[config.mk]
export PLATFORM = sky130hd
export DESIGN_NAME = key_inv_expand
export DESIGN_NICKNAME = d
export VERILOG_FILES = /design/src/rtl/key_inv_expand.sv
export SDC_FILE = /design/constraint.sdc
export NUM_CORES = 1
export LEC_CHECK = 0
export BUFFER_PORTS_ARGS = -buffer_cell sky130_fd_sc_hd__buf_2
export CAP_MARGIN = 30
export CORE_MARGIN = 10
export CORE_UTILIZATION = 53
export DETAILED_ROUTE_END_ITERATION = 10
export PLACE_DENSITY = 0.86
export SYNTH_ARGS = -nofsm -noshare
export SYNTH_HDL_FRONTEND = slang
export SYNTH_SLANG_ARGS = --single-unit
[constraint.sdc]
create_clock -name clk_i -period 3.9 [get_ports clk_i]
set_input_delay 1.17 -clock clk_i [delete_from_list [all_inputs] [get_ports clk_i]]
set_output_delay 1.17 -clock clk_i [all_outputs]
set_load 0.005 [all_outputs]
[src/rtl/key_inv_expand.sv]
// Inverse AES-128 key schedule: walks from the round-10 key back to the cipher key,
// one round key per handshake. Optional INVKEY_ZEROIZE_EN clears the key after round 0.
module key_inv_expand #(
  parameter int NROUNDS = 10,
  parameter int ROUND_W = 4
) (
  input  logic               clk_i,
  input  logic               rst_i,
  input  logic               start_i,
  input  logic [127:0]       key_last_i,
  output logic [127:0]       key_round_o,
  output logic [ROUND_W-1:0] round_o,
  output logic               valid_o,
  input  logic               ready_i,
  output logic               sub_req_o,
  output logic [31:0]        sub_word_o,
  input  logic               sub_ack_i,
  input  logic [31:0]        sub_word_i,
  output logic               busy_o,
  output logic               done_o,
  output logic [1:0]         state_o
);

  // Handshakes: a round key transfers on a clock edge where valid_o && ready_i;
  // a substitution completes on an edge where sub_req_o && sub_ack_i. Request-side
  // outputs hold stable until their transfer edge.
  typedef enum logic [1:0] {
    IDLE = 2'd0,
    EMIT = 2'd1,
    SUB  = 2'd2
  } state_t;

  state_t               state_q, state_d;
  logic [127:0]         key_q, key_d;
  logic [ROUND_W-1:0]   round_q, round_d;
  logic                 done_q, done_d;
  logic [31:0]          w3_new;
  logic [31:0]          rot_word;

  function automatic logic [7:0] rcon_of(input logic [ROUND_W-1:0] r);
    case (int'(r))
      1:       rcon_of = 8'h01;
      2:       rcon_of = 8'h02;
      3:       rcon_of = 8'h04;
      4:       rcon_of = 8'h08;
      5:       rcon_of = 8'h10;
      6:       rcon_of = 8'h20;
      7:       rcon_of = 8'h40;
      8:       rcon_of = 8'h80;
      9:       rcon_of = 8'h1b;
      10:      rcon_of = 8'h36;
      default: rcon_of = 8'h00;
    endcase
  endfunction

  // w3 of the previous round is recovered first; its RotWord feeds the S-box.
  assign w3_new   = key_q[63:32] ^ key_q[31:0];
  assign rot_word = {w3_new[23:0], w3_new[31:24]};

  always_ff @(posedge clk_i) begin
    if (rst_i) begin
      state_q <= IDLE;
      key_q   <= '0;
      round_q <= '0;
      done_q  <= 1'b0;
    end else begin
      state_q <= state_d;
      key_q   <= key_d;
      round_q <= round_d;
      done_q  <= done_d;
    end
  end

  always_comb begin
    state_d = state_q;
    key_d   = key_q;
    round_d = round_q;
    done_d  = 1'b0;
    case (state_q)
      IDLE: begin
        if (start_i) begin
          key_d   = key_last_i;
          round_d = ROUND_W'(NROUNDS);
          state_d = EMIT;
        end
      end
      EMIT: begin
        if (ready_i) begin
          if (round_q == '0) begin
            state_d = IDLE;
            done_d  = 1'b1;
`ifdef INVKEY_ZEROIZE_EN
            key_d   = '0;
`else
            key_d   = key_q;
`endif
          end else begin
            state_d = SUB;
          end
        end
      end
      SUB: begin
        if (sub_ack_i) begin
          key_d   = {key_q[127:96] ^ sub_word_i ^ {rcon_of(round_q), 24'h0},
                     key_q[127:96] ^ key_q[95:64],
                     key_q[95:64] ^ key_q[63:32],
                     w3_new};
          round_d = round_q - ROUND_W'(1);
          state_d = EMIT;
        end
      end
      default: state_d = IDLE;
    endcase
  end

  assign valid_o     = (state_q == EMIT);
  assign key_round_o = valid_o ? key_q : '0;
  assign round_o     = round_q;
  assign sub_req_o   = (state_q == SUB);
  assign sub_word_o  = sub_req_o ? rot_word : '0;
  assign busy_o      = (state_q != IDLE);
  assign done_o      = done_q;
  assign state_o     = state_q;

endmodule

Word level (Yosys, flattened, before mapping)
Memories as Yosys holds them, arrays and structs flattened. A register that Yosys moved wholly into a read port is not among the register bits.
Cells that the tools add are included.
{"block": "word_totals", "regBits": 135, "rom_bits": 128, "wordCells": 43, "memories": 1, "out_inout_bits": 170}
{"memory": "(no name shown)", "words": 16, "word_bits": 8, "rd": 1, "rd_clocked_by_memory_dff": 1, "wr": 0, "line_no": "41", "source": "case (int'(r))"}
{"block": "op_classes", "n_reduce_logical": 7, "n_bitwise": 7, "addsub": 1, "n_mux": 18, "eq_ne": 5}
{"cell": "$mux 128", "count": 3}
{"cell": "$pmux 128 s2", "count": 1}
{"cell": "$xor 32x32->32", "count": 5}
{"cell": "$mux 32", "count": 1}
{"cell": "$mux 4", "count": 4}
{"cell": "$mux 8", "count": 2}
{"cell": "$mux 2", "count": 4}
{"cell": "$pmux 4 s2", "count": 1}
{"cell": "$pmux 2 s3", "count": 1}
{"cell": "$reduce_and 3->1", "count": 2}
{"cell": "$logic_not 4->1", "count": 1}
{"cell": "$ne 2x1->1 const B", "count": 2}
{"cell": "$reduce_bool 2->1", "count": 2}
{"cell": "$sub 4x1->4 const B", "count": 1}
{"cell": "$reduce_or 3->1", "count": 1}
{"cell": "$eq 2x1->1 const B", "count": 1}
{"cell": "$eq 2x2->1 const B", "count": 1}
{"cell": "$logic_not 2->1", "count": 1}
{"cell": "$ne 2x2->1 const B", "count": 1}
{"cell": "$not 1->1", "count": 2}
{"cell": "$mux 1", "count": 1}

Depth between registers and ports, before layout
{"block": "logic_depth", "depth_word": 5, "mapped_depth": 9, "ltp_nobuf": 8}

Worst setup path before layout
Ideal clock, no wire load.
{"block": "synth_path", "path_kind": "register to output", "from": "reg state_q[0], in the netlist state_o[0]", "to": "out key_round_o[100]", "t_arrival_ns": 1.539, "required_ns": 2.730, "path_stages_with_launch": 6, "path_slack_ns": 1.191, "n_path_buf": 3, "path_cell_list": "dfxtp_1 > clkbuf_1 > nor2b_1 > clkbuf_1 > clkbuf_1 > and2_1"}
{"block": "synth_via", "elab_chain_cells": 2}
{"element": "start: declaration", "line_no": "33", "source": "state_t state_q, state_d;"}
{"element": "start signal: assignment", "line_no": "67", "source": "state_q <= state_d;"}
{"element": "$eq 2x1->1", "line_no": "116", "source": "assign valid_o = (state_q == EMIT);"}
{"element": "$mux 128", "line_no": "117", "source": "assign key_round_o = valid_o ? key_q : '0;"}
{"element": "end: declaration", "line_no": "11", "source": "output logic [127:0] key_round_o,"}
No other way between the ends.

Worst setup path in the final report
{"block": "layout_path", "from": "reg state_q[1], in the netlist state_o[1]", "to": "out sub_word_o[24]"}
{"block": "layout_via", "elab_chain_cells": 2}
{"element": "$eq 2x2->1", "line_no": "119", "source": "assign sub_req_o = (state_q == SUB);"}
{"element": "$mux 32", "line_no": "120", "source": "assign sub_word_o = sub_req_o ? rot_word : '0;"}
{"element": "end: declaration", "line_no": "16", "source": "output logic [31:0] sub_word_o,"}
No other way between the ends.

==> key figures <==
Final layout
  • Multi-input gate area: 0.00514 mm²
  • Nets: 1613
  • Filler cells: 1324
  • Finished Layout Cells: 1676
  • Register area: 0.00286 mm²
  • Share of layout cells above drive strength 1: 26.8%
  • Synth-to-layout area growth: 28.0%
  • Final Core Density: 68.6%

Power and ir drop
  • Share of power burned in registers: 41.4%
  • Net Sw Frac: 27.9%
  • Cell Int Power: 0.00294 W
  • Leakage power: 5.14 nW
  • Clock network power share: 41.9%
  • Logic pwr share: 16.7%
  • Total power draw: 0.00408 W
  • P_sw: 0.00114 W
  • P per Cell Area: 379 mW/mm²
  • Peak supply drop: 0.273 mV

Floorplan
  • Die X: 146 µm
  • Core area: 0.0157 mm²
  • Std cell rows: 46
  • # IOs: 335
  • Die area: 0.0213 mm²
  • Initial Util: 53.6%
  • Die height: 146 µm

Logic synthesis
  • Most frequent cell after synthesis: o21ai_0
  • Simple-Gate Fraction of Synth Area: 27.5%
  • Flops & latches, synth: 143
  • Area leader, netlist: dfxtp_1
  • Number of synthesized flops with an enable pin: 0
  • Largest family of logic cells by synthesized area: compound AO/OA/AOI/OAI gates
  • Synth top cells by count: o21ai_0 (161), dfxtp_1 (143), nand2_1 (131), and2_1 (128)
  • Complex-gate fraction of the synthesized area: 31.4%
  • Post-Synth Adder-Cell Area: 0.743%
  • Synth Flop Type: dfxtp_1
  • Xor/xnor share of the synthesized area: 0.832%
  • Post-synthesis mux area share: 0.357%
  • Syn_area_per_cell: 7.19 µm²
  • Seq/Total Area, Yosys: 34.0%
  • Synth area leaders: dfxtp_1 (34%), o21ai_0 (9.6%), and2_1 (9.5%)
  • Fraction of registers with async set/reset: 0%
  • Synthesized area: 0.00842 mm²
  • Synth top area share: 34.0%
  • Synth Net Count: 1341
  • Synth Instances: 1171
  • Post-synth cell types: 41
  • Yosys warning count: 0

Timing
  • Min Tclk post-route: 3.36 ns
  • Post-route clock period utilization: 86.2%
  • Fmax: 298 MHz
  • Final Skew: 0.00851 ns
  • Setup violators final: 0
  • Post-Route Setup TNS: 0 ns
  • Hold_ws: 0.502 ns
  • Rel. slew slack: 48.3%
  • Final Hold Violating Endpoints: 0
  • Worst-margin pin slew: 0.775 ns
  • RSZ-0062 raised after global routing: false
  • Slew Viols, Final: 0

Drt
  • Antenna Nets Post-Route: 0
  • Pre-Repair DR Iteration Count: 7
  • Vias per inst: 5.66
  • Vias: 9486
  • Wirelength, routed: 28.8 mm
  • DR WL/cell: 17.2 µm
  • Detailed Route Iter0 Violations: 808
  • # DRC: 0

Clocking
  • H-Tree Depth: 4
  • Clk slew on worst S/H paths: 0.06 ns
  • Clock Sink Count: 143
  • Worst skew pair latency: 0.42 ns
  • Post-cts resize count: 0
  • Hold_buf cts: 0
  • Clock Root Buffer: clkbuf_16
  • CTS Buf Count: 17
  • CTS tree: built
  • Max Root-Sink Buffers: 2
  • Setup Buffers After CTS: 0

Place
  • Gpl congestion: 0.945
  • Placed Cells: 1640
  • DP Wirelength: 20.6 mm
  • Number of port buffers: 334

Critical path
  • Critical path peak fanout: 88
  • CP max-delay cell: dfxtp_1
  • Crit path buf inv count: 2
  • Startpoint types: flip-flop
  • CP delay by family, top: flip-flops
  • Worst Path Required: 2.73 ns
  • CP peak stage delay: 0.82 ns
  • Crit path DAT: 2.19 ns
  • Critical path endpoint category: output pin
  • Kind of critical path: flip-flop to output pin
  • Worst-path cell chain: nand2b_4 -> buf_12 -> a21oi_1 -> buf_2

Min path
  • Hold Path Class: flip-flop to flip-flop

GRT
  • Largest net degree at the start of global routing: 169
  • Vias in the first global route: 8911
  • Grt ovf: 0
  • Antenna violations before repair: 4
  • GRT Resource Usage Total: 25.5%
  • First-pass GRT wire length: 46.0 mm

Flow run
  • Max-cap violation count: 0

Run status
  • Status: complete, no violations
[state kept, by name (all words and copies together) (netlist names), named ones only]
signal,flops
round_o,4
state_o,2
key_q,128
done_o,1
[per-layer routing]
metal  global-route usage (%)  routed length (µm)  up-vias
li1                         -                   -     4604
met1                     30.3               11500     4390
met2                     43.0               14000      435
met3                     7.20                2480       57
met4                     9.21                 800        0
met5                        0                   0        -
[worst min-delay path, cell delays in order (launching register included)]
cell     delay [ns]
dfxtp_1        0.32
o21ai_0        0.07
a21oi_1        0.06
[worst paths after layout]
kind / startpoint / endpoint / slack, ns / cells past startpoint
max: state_o[1]$_SDFFE_PP0P_ / sub_word_o[24] / 0.54 / 4
min: key_q[13]$_SDFFE_PP0N_ / key_q[13]$_SDFFE_PP0N_ / 0.50 / 2
max reg2reg: state_o[0]$_SDFFE_PP0P_ / flip-flop / 1.09 / 8
min reg2reg: key_q[13]$_SDFFE_PP0N_ / key_q[13]$_SDFFE_PP0N_ / 0.50 / 2
[stage by stage]
stage	worst slack (ns)	cell area [µm²]
finish	0.539	10800
global route	0.451	10800
CTS	0.561	10800
detailed placement	0.920	10200
global placement	1.04	10200
floorplan	1.19	8420
[power groups by stage]
stage               registers (W)  clock network (W)  logic [W]
global route              0.00170            0.00179   0.000761
CTS                       0.00169            0.00172   0.000679
finish                    0.00169            0.00171   0.000682
detailed placement        0.00172                  0   0.000672
global placement          0.00171                  0   0.000652
floorplan                 0.00167                  0   0.000452
[area by class of cell]
type | count | area share [%]
Inverter | 15 | 0.522
Clock buffer | 17 | 3.94
Antenna cell | 4 | 0.0928
Tap cell | 216 | 2.51
Multi-Input combinational cell | 919 | 47.7
Sequential cell | 143 | 26.5
Clock inverter | 15 | 1.81
Timing Repair Buffer | 347 | 16.9
[layout by cell type (no fill, tap or decap), types with 2 or more instances in the layout]
master      netlist  layout
mux2i_1           3       3
ha_1              5       5
a211oi_1          5       5
buf_4             0      10
xor2_1            4       4
a221oi_1          4       4
clkinv_2          0       5
dfxtp_1         143     143
nand2_1         131     131
diode_2           0       4
nor2_1          127     127
clkbuf_16         0      17
and2_1          128     128
nand2b_1         67      66
o22ai_1           6       6
xnor2_1           4       4
nand3_1           5       5
o21ai_0         161     161
bufinv_16         0       4
clkinvlp_4        0       2
buf_12            0       4
inv_1            15      15
a21oi_1         127     127
clkinv_4          0       4
buf_2            22     333
or3_1             2       2
or2_2             1       2
o21ai_1           2       2
a22oi_1          32      32
a22o_1           87      87
[kinds of logic (layout without fill, tap and decap cells)]
family,Yosys count,count (layout)
adders and majority gates,5,5
and+or+nand+nor,471,471
other,0,4
buffers and inverters,109,394
xor gates and xnor gates,8,8
AOI/OAI and AO/OA,432,432
DFF,143,143
muxes,3,3
Note: power is estimated with default switching activity, not from simulation.
